[config.mk]
export PLATFORM = sky130hd
export DESIGN_NAME = contador_monitor
export DESIGN_NICKNAME = d
export VERILOG_FILES = /design/src/rtl/contador_monitor.sv
export SDC_FILE = /design/constraint.sdc
export NUM_CORES = 1
export LEC_CHECK = 0
export ABC_CLOCK_PERIOD_IN_PS = 5200
export BUFFER_PORTS_ARGS = -buffer_cell sky130_fd_sc_hd__buf_2
export CAP_MARGIN = 15
export CORE_UTILIZATION = 40
export DETAILED_ROUTE_END_ITERATION = 12
export HOLD_SLACK_MARGIN = 0.06
export PLACE_DENSITY_LB_ADDON = 0.08
export SETUP_SLACK_MARGIN = 0.3
export SLEW_MARGIN = 20
export SYNTH_ARGS = -nofsm -noshare
export SYNTH_HDL_FRONTEND = slang
export SYNTH_SLANG_ARGS = --single-unit
[constraint.sdc]
create_clock -name CLK -period 5.2 [get_ports CLK]
set_input_delay 0.26 -clock CLK [delete_from_list [all_inputs] [get_ports CLK]]
set_output_delay 0.26 -clock CLK [all_outputs]
set_load 0.02 [all_outputs]
[src/rtl/contador_monitor.sv]
// contador_monitor: passive checker for the 16-bit mode counter.
// It samples the counter's controls and outputs on every rising edge, predicts
// the next Q/RCO from what it observed, and reports mismatches together with
// error and comparison statistics.
module contador_monitor #(
  parameter int WIDTH = 16,
  parameter int PASO3 = 3,
  parameter int ERR_W = 8
) (
  input  logic             CLK,
  input  logic             RESET_L,
  input  logic             CLR,
  input  logic             ENB,
  input  logic [1:0]       MODO,
  input  logic [WIDTH-1:0] D,
  input  logic [WIDTH-1:0] Q,
  input  logic             RCO,
  input  logic             Paridad,
  output logic             SYNC,
  output logic             ERR,
  output logic [2:0]       ERR_TIPO,
  output logic             ERR_STICKY,
  output logic [ERR_W-1:0] ERR_CNT,
  output logic [15:0]      CHK_CNT,
  output logic [WIDTH-1:0] Q_ESP
);

  localparam logic [WIDTH-1:0] ONE_W    = WIDTH'(1);
  localparam logic [WIDTH:0]   PASO_EXT = (WIDTH + 1)'(PASO3);
  localparam logic [ERR_W-1:0] ERR_ONE  = ERR_W'(1);
  localparam logic [ERR_W-1:0] ERR_MAX  = '1;
  localparam logic [15:0]      CHK_MAX  = 16'hFFFF;

  typedef enum logic {UNSYNC, SYNCED} state_t;

  state_t           state;
  logic             enb_s;
  logic [1:0]       modo_s;
  logic [WIDTH-1:0] d_s;
  logic [WIDTH-1:0] q_s;
  logic [WIDTH-1:0] q_pred;
  logic             rco_pred;
  logic [WIDTH:0]   sum_paso;
  logic [2:0]       tipo_next;
  logic             err_next;
  logic             checking;

  assign checking = (state == SYNCED);
  assign err_next = |tipo_next;

  // Capture the counter's controls and current Q; the next prediction uses these.
  always_ff @(posedge CLK or negedge RESET_L) begin
    if (!RESET_L) begin
      enb_s  <= 1'b0;
      modo_s <= 2'b00;
      d_s    <= '0;
      q_s    <= '0;
    end else begin
      enb_s  <= ENB;
      modo_s <= MODO;
      d_s    <= D;
      q_s    <= Q;
    end
  end

  // Reference counter: next Q/RCO from the observed Q, so one glitch never cascades.
  always_comb begin
    sum_paso = {1'b0, q_s} + PASO_EXT;
    q_pred   = q_s;
    rco_pred = 1'b0;
    if (enb_s) begin
      case (modo_s)
        2'b00: begin
          q_pred   = q_s + ONE_W;
          rco_pred = &q_s;
        end
        2'b01: begin
          q_pred   = q_s - ONE_W;
          rco_pred = ~|q_s;
        end
        2'b10: begin
          q_pred   = sum_paso[WIDTH-1:0];
          rco_pred = sum_paso[WIDTH];
        end
        default: begin
          q_pred   = d_s;
          rco_pred = 1'b0;
        end
      endcase
    end
  end

  // Mismatch classification: Q/RCO only once locked, parity on every sample.
  always_comb begin
    tipo_next    = 3'b000;
    tipo_next[0] = checking && (Q != q_pred);
    tipo_next[1] = checking && (RCO != rco_pred);
    tipo_next[2] = (Paridad != ^Q);
  end

  // Lock FSM plus the registered per-comparison outputs.
  always_ff @(posedge CLK or negedge RESET_L) begin
    if (!RESET_L) begin
      state    <= UNSYNC;
      SYNC     <= 1'b0;
      ERR      <= 1'b0;
      ERR_TIPO <= 3'b000;
      Q_ESP    <= '0;
    end else begin
      ERR      <= err_next;
      ERR_TIPO <= tipo_next;
      case (state)
        UNSYNC: begin
          if (ENB && (MODO == 2'b11)) begin
            state <= SYNCED;
            SYNC  <= 1'b1;
          end
        end
        default: begin
          Q_ESP <= q_pred;
        end
      endcase
    end
  end

  // Saturating statistics; a clear wins over any increment in the same cycle.
  always_ff @(posedge CLK or negedge RESET_L) begin
    if (!RESET_L) begin
      ERR_CNT    <= '0;
      CHK_CNT    <= '0;
      ERR_STICKY <= 1'b0;
    end else if (CLR) begin
      ERR_CNT    <= '0;
      CHK_CNT    <= '0;
      ERR_STICKY <= 1'b0;
    end else begin
      if (err_next) begin
        ERR_STICKY <= 1'b1;
        if (ERR_CNT != ERR_MAX) begin
          ERR_CNT <= ERR_CNT + ERR_ONE;
        end
      end
      if (checking && (CHK_CNT != CHK_MAX)) begin
        CHK_CNT <= CHK_CNT + 16'd1;
      end
    end
  end

endmodule

# == Word level (Yosys, flattened, before mapping) ==
# Index checks and enable logic that the tools add are counted.
# totals
reg_bits,82
latchBits,0
ramBits,0
romBits,0
inputBits,40
n_memories,0
# op_classes
add_sub_neg,5
n_mul,0
div,0
magnitude_cmp,0
n_eq_ne,8
shift,0
n_mux,13
bitwise,1
n_reduce_logical,15
# op_table
op,count
$mux W16,3
$pmux W16 S3,1
$add A16 B1 Y16 const B,2
$mux W8,3
$add A16 B2 Y17 const B,1
$ne A16 B16 Y1,1
$ne A16 B16 Y1 const B,1
$reduce_and A16 Y1,1
$reduce_or A16 Y1,1
$reduce_xor A16 Y1,1
$sub A16 B1 Y16 const B,1
$add A8 B1 Y8 const B,1
$ne A8 B8 Y1 const B,1
$reduce_bool A2 Y1,3
$mux W1,5
$eq A2 B2 Y1 const B,2
$logic_and A1 B1 Y1,4
$reduce_and A2 Y1,2
$pmux W1 S3,1
$reduce_or A3 Y1,1
$eq A2 B1 Y1 const B,1
$logic_not A2 Y1,1
$ne A1 B1 Y1,2
$logic_not A1 Y1,1
$not A1 Y1,1

# == Longest topological paths before layout ==
# Gate-level depths: netlist (run 1).
# depth
depth_word,9
mapped_depth,17

# == Worst setup path after synthesis (run 1) ==
# No wires, ideal clock.
# synth_timing
path_kind,reg-to-reg
start,reg q_s[1]
end,reg ERR_CNT[5]
arrival_time_ns,3.905
path_slack_ns,1.167
path_stages_with_launch,17
path_buffers,2
period_less_slack_ns,4.033
path_cell_list,dfrtp_1 -> buf_2 -> inv_1 -> xnor2_1 -> ha_1 -> clkbuf_1 -> or3_1 -> a21oi_1 -> a211o_1 -> mux2i_1 -> xnor2_1 -> a211oi_1 -> or4b_4 -> o41ai_4 -> a21oi_2 -> nand4_1 -> mux2_1
# synth_via
elab_chain_cells,9
# synth_lines
item,line,text
"start, declared",40,logic [WIDTH-1:0] q_s;
"start signal, assigned",57,q_s <= '0;
"start signal, assigned",62,q_s <= Q;
branches (longest 6 deep; another with $add A16 B2 Y17),--,
$reduce_or A3 Y1 (*),49,assign err_next = |tipo_next;
$reduce_bool A2 Y1 (no line) (*),--,
$reduce_and A2 Y1 (no line) (*),--,
"end signal, assigned",140,ERR_CNT <= ERR_CNT + ERR_ONE;
"end, declared",23,"output logic [ERR_W-1:0] ERR_CNT,"
# Every way passes the cells marked *.
# A chain may end at the register's enable or synchronous reset.

# == Final worst setup path (run 1) ==
# layout_timing
start,reg q_s[4]
end,reg ERR_CNT[5]
# The elaborated chain is that of the path after synthesis.

==> results of run 1 <==
==> cells by family (layout without fill, tap and decap cells) <==
family          after synthesis  count (layout)
fa+ha+maj                     6               6
simple gates                260             260
flops                        82              82
compound gates              155             155
mux                          21              21
xor+xnor                     50              50
buf+inv                      67             153
==> final cells by class <==
cell class / count / area share
inverter: 18 / 0.0102
tap: 176 / 0.0332
timing repair buffer: 120 / 0.112
clock inverter: 5 / 0.00944
multi-input combinational: 492 / 0.489
sequential: 82 / 0.310
clock buffer: 10 / 0.0361
==> cells in the mapped netlist, drive strengths merged (4+ instances only) <==
master  count  area share
inv        18       0.012
nor3b       5      0.0076
nand3      22       0.020
and3        8      0.0089
mux2        7       0.014
o211ai      6      0.0080
o21a        5      0.0067
buf        29       0.030
or4         6      0.0080
o21bai      4      0.0054
o21ai      28       0.025
o22ai       4      0.0045
nor2       67       0.045
nor4       17       0.021
o31ai       7      0.0094
clkbuf     20       0.013
nand2b     11       0.012
xor2       20       0.031
nand2      44       0.030
xnor2      30       0.048
and4        4      0.0067
nor2b      13       0.015
o41ai       6       0.013
a211oi      8       0.012
a211o       4      0.0063
nor3       16       0.015
nand4      15       0.019
ha          6       0.013
a21o        5      0.0067
mux2i      14       0.025
or3        10       0.011
a21oi      35       0.032
and2        5      0.0056
a31oi       8      0.0089
dfrtp      82        0.37
==> worst max-delay path: stages, from the launching register on <==
cell and delay (ns):
dfrtp_1 0.68, nand4_2 0.50, or4_1 0.63, a31oi_1 0.29, o31ai_1 0.11, and3_1 0.19
a2111oi_0 0.47, nand4b_1 0.29, o41ai_4 0.58, a21oi_2 0.23, nand4_1 0.16, mux2_1 0.32
==> metal layers <==
layer | track usage | routed length (um) | up-vias | part of all wire
met2 | 0.452 | 9170 | 294 | 0.46
li1 | - | - | 2514 | -
met1 | 0.356 | 7940 | 2656 | 0.40
met5 | 0 | 0 | - | 0
met3 | 0.0646 | 1670 | 69 | 0.085
met4 | 0.167 | 979 | 0 | 0.050
==> report_power, final <==
part,total (mW),internal [mW],switching (mW)
combinational,0.355,0.134,0.221
clock,0.675,0.386,0.290
sequential,0.720,0.673,0.0466
==> state kept, by name, summed over array words and instances (netlist names) <==
name and count:
checking 1, ERR_CNT 8, ERR_STICKY 1, q_s 16, d_s 16, enb_s 1, modo_s 2, SYNC 1
ERR_TIPO 3, ERR 1, CHK_CNT 16, Q_ESP 16
==> layout by cell type, fill, tap and decap left out, types with 6 or more instances in the layout <==
cell type and instances:
or4_1 6, xor2_1 20, xnor2_1 29, o21ai_0 28, mux2i_1 14, buf_2 84, a21oi_1 34, buf_4 16
and3_1 8, dlygate4sd3_1 20, ha_1 6, nand4_1 13, or3_1 10, clkbuf_16 9, nor2b_1 13, nand3_1 22
o211ai_1 6, o31ai_1 7, nor3_1 15, nor4_1 15, a211oi_1 7, nor2_1 67, inv_1 18, nand2b_1 11
a31oi_1 8, dfrtp_1 80, nand2_1 43
==> path summary, 6_finish.rpt <==
kind / startpoint / endpoint / slack [ns] / depth (start not counted)
worst max-delay path: q_s[4] / ERR_CNT[5] / 0.64 / 11
worst min-delay path: Q[11] / q_s[11] / 0.06 / 1
worst max register to register: q_s[4] / ERR_CNT[5] / 0.64 / 11
worst min register to register: Q_ESP[5] / Q_ESP[5] / 0.48 / 2
max in group asynchronous: RESET_L / q_s[0] / 3.78 / 3
min in group asynchronous: RESET_L / q_s[4] / 0.40 / 2
==> repair_timing <==
action | 4_1_cts | 5_1_grt
gates resized for setup | 0 | 2
endpoints found under the hold margin | 53 | 0
endpoints found under the setup margin | 0 | 2
hold buffers | 20 | 0
==> results.md, run 1 <==
* Initial DRC count at 695
* Worst Setup End Kind: flip-flop
* Synth warn at 0
* Simple-gate share of the synthesized area at 0.253
* Multi-input logic area at 3240 um^2
* Tightest Hold Check Type: primary input to flip-flop
* Synth Area in Adders at 0.0134
* Final instance area at 6630 um^2
* Setup crit start kind: flip-flop
* GPL Wtd Cong at 1.04
* Synth Area in XOR/XNOR at 0.0795
* TritonRoute pass-1 iters at 5
* Cell Area, Synth at 5600 um^2
* Seq/Total Area, Yosys at 0.366
* Setup Skew at 0.0145 ns
* Worst Path Required at 5.44 ns
* Max VDD drop at 200 uV
* CTS root buf: clkbuf_16
* Period utilization at 0.876
* Mean Syn Cell Area at 8.74 um^2
* Dpl cells at 868
* Post-synth ARST share at 1.00
* Area grow syn2layout at 18.3%
* Number of global-route vias before repair at 5474
* RSZ-0062 raised after global routing: false
* Chip width at 120 um
* Residual DRC at 0
* Reg clk slew, reported paths at 0.08 ns
* Number of setup buffers added after CTS at 0
* Status: completed
* Total CTS buffers at 9
* Setup WS post-layout at 0.643 ns
* Fmax at 219 MHz
* Pre-CTS WS at 0.639 ns
* Remaining global-route overflow at 0
* Starting Density at 0.416
* Sum Neg Setup Slack at 0 ns
* Post-Route WL at 19800 um
* WS Path Type: flip-flop to flip-flop
* Main combinational cell family by area after synthesis: simple AND/OR/NAND/NOR gates
* Power Total at 1.75 mW
* Port bufs at 85
* Die ar. at 14500 um^2
* Synthesized net count at 687
* Num Clock Sinks at 82
* Post-route ant nets at 0
* Seq cells post-synth at 82
* Post-synth top flop: dfrtp_1
* Pin count of the biggest net entering global routing at 49
* GRT Total Usage at 0.285
* Deepest clock path buffer count at 2
* Fillers at 1319
* Clk_lat worst skew at 0.36 ns
* Worst rel slew slack at 0.351
* Nets at 769
* Max Slew Vio Count at 0
* Post-Syn Instances at 641
* Non-Filler Instances at 903
* Minimum clock period after layout at 4.56 ns
* First-pass GRT wire length at 31200 um
* Sequential Area at 2050 um^2
* Final core occ at 0.493
* Post-synth EDFFs at 0
* Mux share of post-synthesis cell area at 0.0391
* Max-Cap Viols at 0
* Slew @ Worst Pin at 0.971 ns
* Distinct cells, synth at 86
* Row cnt at 42
* I/O Pins at 86
* P_leak at 2.77 nW
* Die Ht at 120 um
* Complex-gate fraction of the synthesized area at 0.194
* Via count at 5533
* WP data arrival at 4.79 ns
* CTS H-tree depth at 3
* Setup Viol. Count Final at 0
* Placed cell area at 6120 um^2
* WHS at 0.0649 ns
* Final hold viol count at 0
* Layout cell share with drive strength beyond 1 at 0.194
* Dpl hpwl at 14500 um
* Initial antenna violation count at 0
* CTS tree: yes
* # diodes at 0
* Via density at 6.13
* PD cells at 264 nW/um^2
* Wire length per cell at 21.9 um
* Crit-path max FO at 16
* Core area at 13500 um^2
Power figures use the tool's default switching activity.
==> run 2: changes to the inputs <==
--- a/config.mk
+++ b/config.mk
@@ -5,6 +5,7 @@
 export SDC_FILE = /design/constraint.sdc
 export NUM_CORES = 1
 export LEC_CHECK = 0
+export ABC_AREA = 1
 export ABC_CLOCK_PERIOD_IN_PS = 5200
 export BUFFER_PORTS_ARGS = -buffer_cell sky130_fd_sc_hd__buf_2
 export CAP_MARGIN = 15
==> run 2 against run 1 <==
- synthesized area is 4.9% lower
- non-clock buffer count is 7 lower
- largest power group unchanged
- sequential share of layout area is 1.1 points higher
- maximum frequency is 17% higher
==> results.md, run 2 <==
* WS Path Type: flip-flop to flip-flop
* Tightest Hold Check Type: primary input to flip-flop
* Residual DRC at 0 (unchanged)
* Clk_lat worst skew at 0.35 ns (about the same)
* Post_cts resized at 0 (unchanged)
* Distinct cells, synth at 43 (-50%)
* Critical path's most frequent cell: nand2_1
* Status: completed
* Max Slew Vio Count at 0 (unchanged)
* Synth warn at 0 (unchanged)
* Setup Skew at 0.0121 ns (-0.00244 ns)
* Via density at 5.14 (-16%)
* Hold_sp: Q[15]
* Post-synth top flop: dfrtp_1
* Deepest clock path buffer count at 2 (unchanged)
* Seq cells post-synth at 82 (unchanged)
* Minimum clock period after layout at 3.91 ns (-0.647 ns)
* Die ar. at 13800 um^2 (-4.9%)
* Num Clock Sinks at 82 (unchanged)
* RSZ-0062 raised after global routing: false
* CP max stage cell: nand2_2
* Worst Setup End Kind: flip-flop
* Post-Route WL at 16000 um (-19%)
* Final hold viol count at 0 (unchanged)
* R2R setup slack at 1.29 ns (+0.65 ns)
* Remaining global-route overflow at 0 (unchanged)
* Slew @ Worst Pin at 0.774 ns (-0.197 ns)
* GRT Total Usage at 0.241 (-0.0439)
* Seq/Total Area, Yosys at 0.385 (+0.0190)
* Cell Area, Synth at 5330 um^2 (-4.9%)
* CTS tree: yes
* Nets at 920 (+20%)
* Max VDD drop at 233 uV (+17%)
* Post-synth ARST share at 1.00 (unchanged)
* # diodes at 0 (unchanged)
* Fmax at 256 MHz (+17%)
* Bufs and invs on worst path at 3 (+3)
* Critical Path Start: modo_s[1]
* Setup Viol. Count Final at 0 (unchanged)
* Area contributors post-synth: dfrtp_1 39%, nand2_1 17%, nand3_1 7.6%
* Wire length per cell at 15.3 um (-30%)
* Critical R2R Launch: modo_s[1]
* Crit-path max FO at 31 (+15)
* Number of global-route vias before repair at 5187 (-5.2%)
* Max-Cap Viols at 0 (unchanged)
* Crit-path max cell delay at 0.48 ns (-0.20 ns)
* Synth top area share at 0.385 (+0.0190)
* CP Cell Sequence: inv_2 > nand2_2 > nand2_1 > nand2_1 > inv_1 > ha_1 > inv_1 > nand2_1 > nand2_1 > o21ai_2 > nor2_1 > o21ai_1 > o21ai_1 > nand2_1 > nand2_1 > nor2_1 > nand2_1 > nor2_1 > nand3_1 > nand2_2 > nand3_4 > nand2_4 > nand2_1 > nand2_1
* First-pass GRT wire length at 26300 um (-16%)
* Starting Density at 0.415 (-0.00116)
* Area grow syn2layout at 19.9%
* CTS root buf: clkbuf_16
* TritonRoute pass-1 iters at 8 (+3)
* CTS H-tree depth at 3 (unchanged)
* Commonest non-fill, non-tap cell in the layout: nand2_1
* PD cells at 257 nW/um^2 (-2.5%)
* Crit-path leading delay family: simple AND/OR/NAND/NOR gates
* Reg clk slew, reported paths at 0.06 ns (-0.02 ns)
* Mean Syn Cell Area at 6.87 um^2 (-21%)
* Sum Neg Setup Slack at 0 ns (unchanged)
* Worst Path Required at 5.48 ns (+0.04 ns)
* Yosys top cell by area: dfrtp_1
* Final core occ at 0.498 (+0.00529)
* P_leak at 3.30 nW (+19%)
* WP data arrival at 4.19 ns (-0.60 ns)
* Dpl hpwl at 12000 um (-17%)
* Core area at 12800 um^2 (-4.7%)
* Initial antenna violation count at 0 (unchanged)
* Initial DRC count at 358 (-48%)
* Die Ht at 117 um (-2.5%)
* Commonest cells after routing, fill and taps aside: 246 x nand2_1, 91 x inv_1, 84 x buf_2
* Via count at 5392 (-2.5%)
* List of most frequent post-synthesis cells: 246 x nand2_1, 91 x inv_1, 82 x dfrtp_1, 81 x nand3_1, 61 x nor2_1
* GPL Wtd Cong at 0.870 (-17%)
* Post-synth EDFFs at 0 (unchanged)
* Fillers at 1331 (+0.91%)
* Post-route ant nets at 0 (unchanged)
* Period utilization at 0.752 (-0.124)
* I/O Pins at 86 (unchanged)
* Synthesized net count at 821 (+20%)
* Setup crit start kind: flip-flop
* Pin count of the biggest net entering global routing at 83 (+69%)
* Port bufs at 85 (unchanged)
* Total CTS buffers at 9 (unchanged)
* Post-Syn Instances at 775 (+21%)
* Most frequent cell after synthesis: nand2_1
* Layout cell share with drive strength beyond 1 at 0.137 (-0.0571)
* Chip width at 117 um (-2.5%)
* Worst rel slew slack at 0.484 (+0.134)
* Row cnt at 41 (-2.4%)
## run 2: path summary, 6_finish.rpt
path                            cells after the start    endpoint
worst max-delay path                               24  ERR_CNT[3]
worst min-delay path                                1     q_s[15]
worst max register to register                     24  ERR_CNT[3]
worst min register to register                      2    Q_ESP[4]
max in group asynchronous                           2       enb_s
min in group asynchronous                           2   Q_ESP[10]
## run 2: cell type report
type	count	area, um^2	area share
clock buffers	10	239	0.0374
clock inverters	4	28.8	0.00451
repair buffers	113	704	0.110
well taps	172	215	0.0337
flip-flops and latches	82	2050	0.321
multi-input cells	573	2790	0.437
inverters	95	357	0.0558
## run 2: through the flow
step                cells  hold slack [ns]  cell area (um^2)  power, mW  setup WS, ns
floorplan             775          -0.0356              5330      0.932          2.64
global placement     1010            0.368              5860       1.05          1.43
detailed placement   1010            0.370              5860       1.05          1.32
CTS                  1048           0.0615              6370       1.67          1.30
global route         1049           0.0719              6380       1.73         0.889
finish               1049           0.0783              6380       1.64          1.29
## run 2: where the power goes
group | leakage (nW) | internal (mW) | switching (mW)
clock network | 0.127 | 0.332 | 0.260
registers | 1.00 | 0.674 | 0.0331
logic | 2.17 | 0.121 | 0.224
total | 3.30 | 1.13 | 0.517
## run 2: cell families (layout without fill, tap and decap cells)
kind of cell	count (synthesis)	after routing	share of synthesized area
buffers and inverters	120	222	0.0911
AND/OR/NAND/NOR	435	435	0.350
AO/OA/AOI/OAI	104	104	0.114
adder cells (fa/ha/maj)	6	6	0.0141
flip-flops	82	82	0.385
XOR/XNOR	28	28	0.0460
## run 2: repair_timing
action	CTS	global route
buffers inserted	0	0
hold buffers	24	1
hold endpoints to repair	24	77
## run 2: routing by layer
layer  track usage  wire length, um  part of all wire  up-vias
li1              -                -                 -     2702
met1         0.319             7400              0.46     2476
met2         0.384             7310              0.46      181
met3        0.0472              869             0.054       33
met4         0.102              468             0.029        0
met5             0                0                 0        -
==> run 3: changes to the inputs <==
--- a/config.mk
+++ b/config.mk
@@ -5,8 +5,8 @@
 export SDC_FILE = /design/constraint.sdc
 export NUM_CORES = 1
 export LEC_CHECK = 0
-export ABC_AREA = 1
-export ABC_CLOCK_PERIOD_IN_PS = 5200
+export ABC_AREA = 0
+export ABC_CLOCK_PERIOD_IN_PS = 4040
 export BUFFER_PORTS_ARGS = -buffer_cell sky130_fd_sc_hd__buf_2
 export CAP_MARGIN = 15
 export CORE_UTILIZATION = 40
==> constraint.sdc (replaced) <==
create_clock -name CLK -period 4.04 [get_ports CLK]
set_input_delay 0.202 -clock CLK [delete_from_list [all_inputs] [get_ports CLK]]
set_output_delay 0.202 -clock CLK [all_outputs]
set_load 0.02 [all_outputs]
==> run 3 against run 2 <==
- first-iteration DRC count increased by 63%
- sequential cell count unchanged
- highest routed layer unchanged
- sequential power increased by 29%
- cell count decreased by 6.2%
- non-clock buffer count increased by 87
- largest power group is now the clock network
- global-route usage increased by 6.7 points
- sequential share of layout area decreased by 4.8 points
- clock skew decreased by 0.0023 ns
- combinational power increased by 62%
- maximum frequency increased by 0.36%
- largest cell class unchanged
==> results.md, run 3 (synthesis gave the netlist of run 1 again) <==
* Setup Skew at 0.00976 ns (-0.00232 ns)
* Status: completed
* Post-route ant nets at 0 (unchanged)
* WS Path Type: flip-flop to flip-flop
* Worst Hold Depth at 1 (unchanged)
* Crit-path max FO at 6 (-81%)
* Die ar. at 14500 um^2 (+5.1%)
* Worst rel slew slack at 0.464 (-0.0205)
* Placed cell area at 6570 um^2 (+12%)
* Deepest clock path buffer count at 2 (unchanged)
* Via count at 5888 (+9.2%)
* Via density at 5.98 (+16%)
* Commonest cells after routing, fill and taps aside: 84 x buf_2, 76 x dfrtp_1, 76 x buf_4
* Port bufs at 85 (unchanged)
* Non-Filler Instances at 984 (-6.2%)
* Period utilization at 0.964 (+0.212)
* Net Switching at 753 uW (+46%)
* Max Slew Vio Count at 0 (unchanged)
* Number of global-route vias before repair at 5866 (+13%)
* Final instance area at 7530 um^2 (+18%)
* # diodes at 0 (unchanged)
* Sum Neg Setup Slack at 0 ns (unchanged)
* Switch share at 0.313 (-0.00129)
* Reg clk slew, reported paths at 0.07 ns (about the same)
* Fmax at 257 MHz (+0.36%)
* Critical R2R Launch: modo_s[0]
* Core area at 13500 um^2 (+4.9%)
* Dpl hpwl at 15900 um (+33%)
* GRT Total Usage at 0.308 (+0.0671)
* Residual DRC at 0 (unchanged)
* Initial DRC count at 583 (+63%)
* Max VDD drop at 201 uV (-14%)
* Post-Route WL at 21600 um (+34%)
* Worst Path Required at 4.28 ns (-1.20 ns)
* Remaining global-route overflow at 0 (unchanged)
* Starting Density at 0.416 (+0.00116)
* Hold_sp: Q[7]
* Initial antenna violation count at 0 (unchanged)
* Chip width at 120 um (+2.5%)
* Sequential power share at 0.380 (-0.050)
* Nets at 849 (-7.7%)
* WHS at 0.0937 ns (+0.0155 ns)
* P_leak at 3.21 nW (-2.5%)
* CTS tree: yes
* PD cells at 319 nW/um^2 (+24%)
* Slew @ Worst Pin at 0.803 ns (+0.0291 ns)
* Tightest Hold Check Type: primary input to flip-flop
* TritonRoute pass-1 iters at 5 (-3)
* Minimum clock period after layout at 3.90 ns (-0.0140 ns)
* Setup Viol. Count Final at 0 (unchanged)
* Worst Setup End Kind: flip-flop
* Layout cell share with drive strength beyond 1 at 0.290 (+0.153)
* Clk_lat worst skew at 0.36 ns (about the same)
* Combinational power share at 0.232 (+0.022)
* Area grow syn2layout at 34.4%
* RR Endpoint: ERR_CNT[5]
* Row cnt at 42 (+2.4%)
* WP data arrival at 4.13 ns (-0.06 ns)
* First-pass GRT wire length at 33400 um (+27%)
* Num Clock Sinks at 82 (unchanged)
* RSZ-0062 raised after global routing: true
* Pin count of the biggest net entering global routing at 50 (-40%)
* Die Ht at 120 um (+2.5%)
* I/O Pins at 86 (unchanged)
* Setup crit start kind: flip-flop
* R2R cell count at 15 (-38%)
* Commonest non-fill, non-tap cell in the layout: buf_2
* Max-Cap Viols at 0 (unchanged)
* Fillers at 1310 (-1.6%)
* Dpl cells at 922 (-8.7%)
* GPL Wtd Cong at 1.01 (+16%)
* Internal Power at 1.65 mW (+47%)
* CTS H-tree depth at 3 (unchanged)
* Clock power frac at 0.388 (+0.028)
* Hold Path End: q_s[7]
* Final hold viol count at 0 (unchanged)
* CTS root buf: clkbuf_16
* Wire length per cell at 21.9 um (+43%)
* R2R setup slack at 0.14 ns (-1.15 ns)
* Total CTS buffers at 9 (unchanged)
## run 3: cell types whose count changed in the layout (fill, tap and decap cells not counted), sizes merged, moves of 15 or more
cell / before / now
buf: 88 / 167
nand3: 83 / 22
nand2: 251 / 44
xnor2: 14 / 30
nor4: 2 / 17
inv: 96 / 20
## run 3: final cells by class
type | instances | area (um^2) | area share
timing repair buffer | 200 | 1430 | 0.190
tap | 176 | 220 | 0.0292
clock inverter | 7 | 110 | 0.0146
multi-input combinational | 492 | 3420 | 0.453
clock buffer | 9 | 225 | 0.0299
inverter | 18 | 67.6 | 0.00897
sequential | 82 | 2060 | 0.273
## run 3: how the worst max path moves through the flow
stage	from	end	slack, ns	cells past startpoint
finish	modo_s[0]	ERR_CNT[5]	0.14	15
detailed placement	modo_s[1]	ERR_CNT[5]	-0.04	15
global placement	modo_s[1]	ERR_CNT[5]	-0.04	15
floorplan	modo_s[0]	ERR_CNT[5]	0.23	17
CTS	modo_s[0]	ERR_CNT[5]	0.23	15
global route	modo_s[0]	ERR_CNT[5]	0.04	15
## run 3: power groups by stage
stage          registers [mW]  logic, mW  clock network, mW
2_1_floorplan           0.943      0.265                  0
3_3_place_gp            0.922      0.500                  0
3_5_place_dp            0.924      0.499                  0
4_1_cts                 0.911      0.548              0.957
5_1_grt                 0.917      0.598              0.982
6_report                0.913      0.559              0.933
## run 3: stage by stage
step	total power, mW	util	setup slack, ns
CTS	2.42	0.554	0.231
global placement	1.42	0.489	-0.0392
finish	2.40	0.560	0.144
global route	2.50	0.560	0.0371
floorplan	1.21	-	0.229
detailed placement	1.42	0.489	-0.0379
## run 3: worst max-delay path: stages (launching register included)
cell	delay, ns
dfrtp_1	0.42
nor2b_4	0.22
xnor2_2	0.11
ha_4	0.20
or3_4	0.33
a21oi_2	0.13
a211o_1	0.19
mux2i_4	0.32
xnor2_2	0.10
a211oi_2	0.23
or4b_4	0.51
o41ai_4	0.36
buf_4	0.18
a21oi_4	0.06
nand4_1	0.11
mux2_4	0.30
## run 3: metal layers
| metal | global-route usage | vias up | part of all wire | wire, um |
|---|---|---|---|---|
| met5 | 0 | - | 0 | 0 |
| met4 | 0.184 | 0 | 0.051 | 1110 |
| met3 | 0.0708 | 71 | 0.076 | 1650 |
| met2 | 0.485 | 288 | 0.46 | 9940 |
| met1 | 0.385 | 2847 | 0.41 | 8870 |
| li1 | - | 2682 | - | - |
## run 3: repair_timing
| item | in CTS | in global routing |
|---|---|---|
| setup endpoints to repair | 9 | 10 |
| hold buffers | 33 | 0 |
| endpoints found under the hold margin | 80 | 0 |
| pin swaps | 6 | 11 |
| resized for setup | 28 | 14 |
| setup buffers | 11 | 2 |
